<file path="config.mk">
export PLATFORM = sky130hd
export DESIGN_NAME = run_seq_detector
export DESIGN_NICKNAME = d
export VERILOG_FILES = /design/src/rtl/run_seq_detector_pkg.sv /design/src/rtl/run_seq_detector_pat_regs.sv /design/src/rtl/run_seq_detector.sv
export SDC_FILE = /design/constraint.sdc
export NUM_CORES = 1
export LEC_CHECK = 0
export ABC_AREA = 0
export BUFFER_PORTS_ARGS = -buffer_cell sky130_fd_sc_hd__buf_4
export CAP_MARGIN = 20
export CORE_MARGIN = 2
export CORE_UTILIZATION = 40
export DETAILED_ROUTE_END_ITERATION = 7
export HOLD_SLACK_MARGIN = 0.06
export PLACE_DENSITY = 0.66
export SLEW_MARGIN = 20
export SYNTH_ARGS = -nofsm -noshare
export SYNTH_HDL_FRONTEND = slang
export SYNTH_HIERARCHICAL = 1
export SYNTH_SLANG_ARGS = --single-unit
</file>
<file path="constraint.sdc">
create_clock -name clk -period 4.1 [get_ports clk]
set_input_delay 0.82 -clock clk [delete_from_list [all_inputs] [get_ports clk]]
set_output_delay 0.82 -clock clk [all_outputs]
set_load 0.01 [all_outputs]
</file>
<file path="src/rtl/run_seq_detector_pkg.sv">
// Shared constants and helpers for the run-length sequence detector.
package run_seq_pkg;

    localparam int unsigned MAX_STAGES = 15;

    // Smallest width that can hold the values 0..stages.
    function automatic int unsigned st_width(input int unsigned stages);
        int unsigned w;
        w = 1;
        while ((32'd1 << w) < stages + 1) w++;
        return w;
    endfunction

    // Default pattern entry: (i+1) truncated to sym_w bits.
    function automatic logic [7:0] def_sym(input int unsigned i, input int unsigned sym_w);
        logic [7:0] v;
        v = 8'(i + 1);
        for (int unsigned b = 0; b < 8; b++) begin
            if (b >= sym_w) v[b] = 1'b0;
        end
        return v;
    endfunction

endpackage

</file>
<file path="src/rtl/run_seq_detector_pat_regs.sv">
// Pattern register file: STAGES entries of SYM_W bits, reset to the default pattern.
module run_seq_pat_regs
    import run_seq_pkg::*;
#(
    parameter int unsigned SYM_W  = 2,
    parameter int unsigned STAGES = 3
) (
    input  logic                           clk,
    input  logic                           reset,
    input  logic                           load,
    input  logic [3:0]                     idx,
    input  logic [SYM_W-1:0]               sym,
    output logic [STAGES-1:0][SYM_W-1:0]   pat
);

    logic [STAGES-1:0][SYM_W-1:0] pat_q;
    logic [STAGES-1:0][SYM_W-1:0] pat_d;

    // Indices at or beyond STAGES match no entry, so such writes vanish.
    always_comb begin
        pat_d = pat_q;
        for (int unsigned i = 0; i < STAGES; i++) begin
            if (load && 32'(idx) == i) pat_d[i] = sym;
        end
    end

    always_ff @(posedge clk) begin
        if (reset) begin
            for (int unsigned i = 0; i < STAGES; i++) begin
                pat_q[i] <= SYM_W'(def_sym(i, SYM_W));
            end
        end else begin
            pat_q <= pat_d;
        end
    end

    assign pat = pat_q;

endmodule

</file>
<file path="src/rtl/run_seq_detector.sv">
// Run-length sequence detector (P0+ P1+ ... Pn-1+) with loadable pattern.
// Define RUN_SEQ_DET_COUNTER_EN to build the saturating match counter.
module run_seq_detector
    import run_seq_pkg::*;
#(
    parameter int unsigned SYM_W  = 2,
    parameter int unsigned STAGES = 3,
    parameter int unsigned CNT_W  = 8,
    localparam int unsigned ST_W  = st_width(STAGES)
) (
    input  logic             clk,
    input  logic             reset,
    input  logic             in_valid,
    input  logic [SYM_W-1:0] num,
    input  logic             pat_load,
    input  logic [3:0]       pat_idx,
    input  logic [SYM_W-1:0] pat_sym,
    output logic             ans,
    output logic             match_pulse,
    output logic [CNT_W-1:0] match_cnt,
    output logic [ST_W-1:0]  stage
);

    logic [STAGES-1:0][SYM_W-1:0] pat;
    logic [ST_W-1:0] stage_q, stage_d, stage_nxt;
    logic            match_pulse_q, match_pulse_d;
    logic            load_hit, adv, rep, enter;

    run_seq_pat_regs #(
        .SYM_W  (SYM_W),
        .STAGES (STAGES)
    ) u_pat (
        .clk   (clk),
        .reset (reset),
        .load  (pat_load),
        .idx   (pat_idx),
        .sym   (pat_sym),
        .pat   (pat)
    );

    assign load_hit = pat_load && (32'(pat_idx) < STAGES);

    // adv: num equals the entry the current stage waits for; rep: it equals the one just matched.
    always_comb begin
        adv = 1'b0;
        rep = 1'b0;
        for (int unsigned s = 0; s < STAGES; s++) begin
            if (32'(stage_q) == s && num == pat[s])     adv = 1'b1;
            if (32'(stage_q) == s + 1 && num == pat[s]) rep = 1'b1;
        end
        if (adv)                 stage_nxt = stage_q + 1'b1;
        else if (rep)            stage_nxt = stage_q;
        else if (num == pat[0])  stage_nxt = ST_W'(1);
        else                     stage_nxt = '0;
    end

    always_comb begin
        stage_d       = stage_q;
        match_pulse_d = 1'b0;
        enter         = 1'b0;
        if (pat_load) begin
            if (load_hit) stage_d = '0;
        end else if (in_valid) begin
            stage_d       = stage_nxt;
            enter         = (32'(stage_nxt) == STAGES) && (32'(stage_q) != STAGES);
            match_pulse_d = enter;
        end
    end

    always_ff @(posedge clk) begin
        if (reset) begin
            stage_q       <= '0;
            match_pulse_q <= 1'b0;
        end else begin
            stage_q       <= stage_d;
            match_pulse_q <= match_pulse_d;
        end
    end

`ifdef RUN_SEQ_DET_COUNTER_EN
    logic [CNT_W-1:0] match_cnt_q, match_cnt_d;

    always_comb begin
        match_cnt_d = match_cnt_q;
        if (enter && match_cnt_q != '1) match_cnt_d = match_cnt_q + 1'b1;
    end

    always_ff @(posedge clk) begin
        if (reset) match_cnt_q <= '0;
        else       match_cnt_q <= match_cnt_d;
    end

    assign match_cnt = match_cnt_q;
`else
    assign match_cnt = '0;
`endif

    assign stage       = stage_q;
    assign ans         = (32'(stage_q) == STAGES);
    assign match_pulse = match_pulse_q;

endmodule
</file>
Yosys cells after proc, flatten, opt, wreduce, memory -nomap -nowiden
Cells that the tools add are included.
{"block": "word_totals", "regBits": 9, "input_bits": 12, "wordCells": 47}
{"block": "classes", "n_addsub": 1, "magnitude_cmp": 1, "eq_ne": 11, "muxes": 12, "n_bitwise": 1, "reduce_logical": 16}
{"op": "1-bit logical AND", "count": 11}
{"op": "2-bit two-way mux", "count": 5}
{"op": "1-bit two-way mux", "count": 7}
{"op": "2-bit equality test", "count": 3}
{"op": "2-bit equality test, second input constant", "count": 3}
{"op": "4-bit by 1-bit equality test with 1-bit output, second input constant", "count": 1}
{"op": "4-bit by 2-bit equality test with 1-bit output, second input constant", "count": 1}
{"op": "4-bit zero test", "count": 1}
{"op": "4-bit by 2-bit less-than comparator with 1-bit output, second input constant", "count": 1}
{"op": "3-bit OR reduction", "count": 1}
{"op": "2-bit by 1-bit adder with 2-bit output, second input constant", "count": 1}
{"op": "2-bit by 1-bit equality test with 1-bit output, second input constant", "count": 1}
{"op": "2-bit zero test", "count": 1}
{"op": "2-bit by 1-bit inequality test with 1-bit output, second input constant", "count": 1}
{"op": "2-bit inequality test, second input constant", "count": 1}
{"op": "2-bit AND reduction", "count": 1}
{"op": "2-bit nonzero test", "count": 1}
{"op": "1-bit NOT", "count": 1}

Longest topological paths before layout
Gate-level depths: netlist of run 1.
{"block": "depth", "ltp_word": 9, "depth_mapped": 7}

Modules after synthesis
The synthesis of run 1 kept the hierarchy.
{"module": "run_seq_detector", "instances": 1, "cells_per_inst": 52, "area_each_um2": 441.7, "seq_area_each_um2": 60.1}
{"module": "run_seq_pat_regs", "instances": 1, "cells_per_inst": 27, "area_each_um2": 276.5, "seq_area_each_um2": 120.1}

Worst setup path before layout of run 1
OpenSTA, ideal clock, no wires.
{"block": "synth_timing", "path_type": "input -> register", "startpoint": "input port pat_load", "endpoint": "register match_pulse_q, in the netlist match_pulse", "setup_ns": 0.103, "t_arrival_ns": 1.882, "setup_slack_ns": 2.115, "cell_stages": 5, "path_cell_list": "nor3b_2 o311ai_0 a211o_1 o22a_1 a2111oi_2"}
{"block": "synth_via", "elab_chain_cells": 1}
{"element": "from (decl)", "line": "run_seq_detector.sv:15", "source": "input logic pat_load,"}
{"element": "3-bit OR reduction (no source line)"}
{"element": "to (signal assigned)", "line": "run_seq_detector.sv:76", "source": "match_pulse_q <= match_pulse_d;"}
{"element": "to (decl)", "line": "run_seq_detector.sv:26", "source": "logic match_pulse_q, match_pulse_d;"}
Every way passes these cells.
A chain may end at the register's enable or synchronous reset.

Worst setup path after layout of run 1
{"block": "layout_timing", "startpoint": "input port reset", "endpoint": "register match_pulse_q, in the netlist match_pulse"}
{"block": "layout_via", "elab_chain_cells": 1}
{"element": "from (decl)", "line": "run_seq_detector.sv:12", "source": "input logic reset,"}
{"element": "3-bit OR reduction (no source line)"}
Every way passes these cells.

==> summary.txt, run 1 <==
Cts hold-fix bufs -> 0
Clk buf depth -> 2
Async S/R FF share, synth -> 0%
Setup crit end -> match_pulse
Post-synth top area share -> 25.1%
Worst setup EP type -> flop
Syn. warnings -> 6
Main combinational cell family by area after synthesis -> simple AND/OR/NAND/NOR gates
Dominant cell type by area after synthesis -> dfxtp_1
Via count -> 607
Crit path cell chain -> buf_4 -> nor3b_2 -> o311ai_0 -> a211o_1 -> o22a_1 -> a2111oi_2
Netlist cell types -> 36
Die area -> 2150 µm²
Setup Total Neg Slack -> 0 ns
Synth Area in Compound Gates -> 19.0%
Fraction of power consumed by combinational cells -> 35.6%
Slowest CP cell -> a2111oi_2
Rows -> 15
Total gr overflow -> 0
Drt initial violations -> 12
Main synth FF type -> dfxtp_1
Crit path launch type -> primary input
NumNets Final -> 113
Vias in the first global route -> 571
Slew Limit Fails -> 0
H-tree depth -> 1
CTS tree -> built
Filler Cell Count -> 175
P_sw -> 0.0999 mW
First-pass GRT wire length -> 2.44 mm
CP startpoint -> reset
Req. time, crit path -> 4.27 ns
Max Cap Viol -> 0
Max incr delay on CP -> 0.29 ns
Pint -> 0.176 mW
Dpl cells -> 117
Final Hold Viols -> 0
Initial antenna violation count -> 0
DRC -> 0
Root buf cell -> clkbuf_4
Post-CTS Setup Bufs -> 0
Final setup vio count -> 0
Post-Synth XOR/XNOR Area -> 7.32%
Clock power frac -> 26.5%
Layout area overhead -> 18.5%
Fmax -> 484 MHz
Class of the worst hold path -> flop to flop
Terminus of the critical flop-to-flop path -> match_pulse
Pre-antenna DRT Iters -> 4
Total power divided by cell area -> 324 nW/µm²
RR Startpoint -> stage[1]
Seq/Total Area, Yosys -> 25.1%
EDFF count, synth -> 0
Drt wl/cell -> 12.4 µm
Share of cells above drive strength 1 -> 28.1%
CTS Buf Count -> 3
Top cells by area in the synthesized netlist -> dfxtp_1, mux2i_1, buf_4
Sequential share of power -> 37.9%
Critical path arrival -> 2.23 ns
Post-Syn Area -> 718 µm²
Ports -> 24
RSZ-0062 raised after global routing -> false
Clk sinks -> 9
Core area -> 1710 µm²
Final worst-path cycle share -> 50.4%
Worst reg2reg setup slack -> 2.17 ns
CTS resizes -> 0
Critical path type -> primary input to flop
Post-route ant nets -> 0
Detailed Place HPWL -> 1.16 mm
Number of synthesized register bits -> 9
Reg clk slew, reported paths -> 0.07 ns
FF/Latch Area -> 180 µm²
Starting density of the core -> 42.1%
Simple-Gate Fraction of Synth Area -> 21.8%
Die height -> 46.4 µm
Cells on worst reg2reg path -> 7
Mean Syn Cell Area -> 9.09 µm²
Pin count of the biggest net entering global routing -> 13
Diodes inserted -> 0
Syn Inst Count -> 79
Post-Layout Cell Count -> 121
Mux share of post-synthesis cell area -> 8.36%
Fin crit period -> 2.07 ns
Final GP Congestion -> 0.841
Leakage power -> 0.355 nW
Worst VDD drop -> 0.000182 V
GRT Util Overall -> 16.5%
Clk_skew -> 0.00325 ns
Clk Latency, worst-skew pair -> 0.27 ns
Post-DR vias/cell -> 5.02
Sw Share -> 36.2%
Post-Synth Adder-Cell Area -> 6.97%
Port Buffers -> 15
Die width -> 46.4 µm
Status -> finished clean
Post-Route WL -> 1.50 mm
CP max FO -> 12
Area of the multi-input gates -> 485 µm²
Hold depth -> 2
-- layer usage --
metal	track usage (%)	part of all wire, %	up-vias	wire (µm)
met5	0	0	-	0
met4	10.3	2.1	0	31
met3	3.53	2.9	4	43
met2	28.9	52	14	785
met1	17.8	43	284	643
li1	-	-	305	-
-- cell usage after synthesis, drive strengths merged, types with 2 or more instances --
master / instances
mux2i: 6
dfxtp: 9
ha: 4
xnor2: 2
o21ai: 2
buf: 8
nand2b: 4
a221oi: 2
a2111oi: 2
nand2: 3
xor2: 4
nor2: 10
inv: 4
-- critical path: cells and delay by family --
| kind | cells | cell delay, ns |
|---|---|---|
| AO/OA/AOI/OAI | 4 | 1.01 |
| buffers and inverters | 1 | 0.15 |
| AND/OR/NAND/NOR | 1 | 0.25 |
-- metrics by stage --
step	hold WS, ns	worst slack [ns]	total power [mW]	cell area [µm²]	utilization [%]
after floorplan	0.461	2.11	0.176	744	-
after global placement	0.483	1.80	0.204	825	48.3
after detailed placement	0.477	1.81	0.203	825	48.3
after CTS	0.494	2.07	0.278	851	49.8
after global routing	0.521	1.99	0.292	851	49.8
final	0.490	2.03	0.276	851	49.8
-- power by group through the flow --
stage | Combinational [mW] | Clock, mW | Sequential (mW)
finish | 0.0981 | 0.0731 | 0.105
global route | 0.110 | 0.0772 | 0.106
CTS | 0.0972 | 0.0760 | 0.105
detailed placement | 0.0961 | 0 | 0.107
global placement | 0.0975 | 0 | 0.106
floorplan | 0.0685 | 0 | 0.107
-- cell usage in the layout, fill, tap and decap left out, types with 2 or more instances in the layout --
cell type and n:
inv_1 4, mux2i_1 6, clkbuf_4 3, buf_4 15
nand2b_1 4, nor2_1 9, nand2_1 3, ha_1 4
xnor2_1 2, dfxtp_1 9, xor2_1 4, conb_1 8
-- sequential cells by signal, summed over array words and instances, names as in the netlist --
register     count
stage            2
u_pat/pat        6
match_pulse      1
-- logic make-up (layout without fill, tap and decap cells) --
family	after synthesis	after routing
flip-flops	9	9
XOR/XNOR	6	6
AO/OA/AOI/OAI	15	15
AND/OR/NAND/NOR	25	25
other	1	8
buffers and inverters	13	23
multiplexers	6	6
adder cells (fa/ha/maj)	4	4
-- area by class of cell --
class	count	area share (%)
clock buffer	4	3.09
inverter	4	1.76
multi-input combinational	64	57.1
sequential	9	21.2
tap	25	3.68
timing repair buffer	15	13.2
-- how the worst min path moves through the flow --
stage	startpoint	end	slack [ns]
5_1_grt	u_pat/pat[2]	u_pat/pat[2]	0.52
6_report	u_pat/pat[1]	u_pat/pat[1]	0.49
3_3_place_gp	u_pat/pat[1]	u_pat/pat[1]	0.48
2_1_floorplan	u_pat/pat[2]	u_pat/pat[2]	0.46
3_5_place_dp	u_pat/pat[1]	u_pat/pat[1]	0.48
4_1_cts	u_pat/pat[1]	u_pat/pat[1]	0.49
Power figures use the tool's default switching activity.
==> inputs of run 2 (changes only) <==
Settings changed: PLACE_DENSITY 0.66 to 0.68.
Clock period 4.1 ns to 1.9 ns, I/O delays scaled along.
==> summary.txt, run 2 (synthesis results as in run 1) <==
CTS Buf Count -> 3
Dpl cells -> 120
Final setup vio count -> 0
Max reg flops -> 6
Die width -> 46.4 µm
Starting density of the core -> 42.1%
Class of the worst hold path -> primary input to flop
Post-CTS Setup Bufs -> 0
Final Hold Viols -> 0
Port Buffers -> 15
Setup Total Neg Slack -> 0 ns
Reg clk slew, reported paths -> 0.07 ns
First-pass GRT wire length -> 2.56 mm
Slew Limit Fails -> 0
Share of cells above drive strength 1 -> 32.3%
Root buf cell -> clkbuf_4
Rows -> 15
Terminus of the critical flop-to-flop path -> match_pulse
M1 wire length -> 563 µm
Max Cap Viol -> 0
Cells on worst reg2reg path -> 5
Fmax -> 568 MHz
H-tree depth -> 1
Clk Latency, worst-skew pair -> 0.27 ns
Most frequent cells in the layout -> buf_4, nor2_1, conb_1, dfxtp_1, mux2i_1
DRC -> 0
RSZ-0062 raised after global routing -> false
Fin crit period -> 1.76 ns
Detailed Place HPWL -> 1.16 mm
Via count -> 631
Worst reg2reg setup slack -> 0.14 ns
Total gr overflow -> 0
Ports -> 24
Status -> finished clean
Filler Cell Count -> 166
Core area -> 1710 µm²
Final GP Congestion -> 0.873
Leakage power -> 0.374 nW
Crit path launch type -> flop
NumNets Final -> 116
Diodes inserted -> 0
Fraction of power consumed by combinational cells -> 37.3%
Pre-antenna DRT Iters -> 4
Req. time, crit path -> 2.07 ns
Clk sinks -> 9
GRT Util Overall -> 16.8%
Drt initial violations -> 12
DR WL met2 -> 769 µm
RR Startpoint -> stage[0]
Clk buf depth -> 2
Post-route ant nets -> 0
Leading cell type in the layout, fill and taps excluded -> buf_4
Final worst-path cycle share -> 92.6%
Die area -> 2150 µm²
Post-Layout Cell Count -> 124
CP startpoint -> stage[0]
Pint -> 0.393 mW
Layout area overhead -> 22.0%
DR top layer -> met4
Sequential share of power -> 37.5%
P_sw -> 0.214 mW
Drt wl/cell -> 11.5 µm
Vias in the first global route -> 621
Critical path arrival -> 1.93 ns
Worst VDD drop -> 0.000431 V
Post-DR vias/cell -> 5.09
Clk_skew -> 0.00248 ns
CTS tree -> built
Critical path type -> flop to flop
Die height -> 46.4 µm
Clock power frac -> 25.2%
Met3 wire len -> 81 µm
Initial antenna violation count -> 0
Pin count of the biggest net entering global routing -> 13
Worst setup EP type -> flop
CP max FO -> 6
Setup crit end -> match_pulse
Post-Route WL -> 1.43 mm
Total power divided by cell area -> 693 nW/µm²
Sw Share -> 35.3%
run 2: worst min-delay path by stage:
stage | startpoint | to | cells past startpoint
finish | pat_sym[1] | u_pat/pat[1] | 3
global route | pat_sym[1] | u_pat/pat[1] | 3
CTS | pat_sym[1] | u_pat/pat[1] | 3
detailed placement | u_pat/pat[2] | u_pat/pat[2] | 2
global placement | u_pat/pat[2] | u_pat/pat[2] | 2
floorplan | u_pat/pat[2] | u_pat/pat[2] | 2
run 2: per-stage QoR:
step                      total power, mW  hold WS (ns)  worst slack (ns)  util (%)  cell area [µm²]
after floorplan                     0.379         0.461             0.169         -              744
after global placement              0.449         0.480             0.109      49.6              847
after detailed placement            0.454         0.494            0.0737      49.6              847
after CTS                           0.611         0.376            0.0480      51.2              875
after global routing                0.670         0.384            0.0242      51.3              876
final                               0.607         0.383             0.140      51.3              876
run 2: layout make-up:
type | count | area (µm²) | share of cell area (%)
tap | 25 | 31.3 | 3.57
timing repair buffer | 18 | 135 | 15.4
multi-input combinational | 64 | 485 | 55.4
clock inverter | 1 | 5.00 | 0.571
inverter | 4 | 15.0 | 1.71
clock buffer | 3 | 22.5 | 2.57
sequential | 9 | 181 | 20.7
run 2: timing repair:
item	in CTS	in global routing
endpoints found under the setup margin	0	1
hold buffers	0	0
gates resized for setup	0	1
run 2: worst max-delay path: stages (launching register included):
cell and delay, ns:
dfxtp_2 0.39, inv_1 0.10, ha_1 0.29, a221oi_2 0.39, o21ai_1 0.14, a2111oi_2 0.35
run 2: power groups by stage:
stage | sequential [mW] | combinational (mW) | clock (mW)
finish | 0.227 | 0.227 | 0.153
global route | 0.230 | 0.264 | 0.176
CTS | 0.226 | 0.226 | 0.159
detailed placement | 0.230 | 0.224 | 0
global placement | 0.228 | 0.221 | 0
floorplan | 0.231 | 0.148 | 0
run 2: routing by layer:
| metal | up-vias | global-route usage (%) |
|---|---|---|
| met2 | 16 | 30.8 |
| met3 | 2 | 5.10 |
| met5 | - | 0 |
| met1 | 301 | 17.8 |
| met4 | 0 | 5.71 |
| li1 | 312 | - |
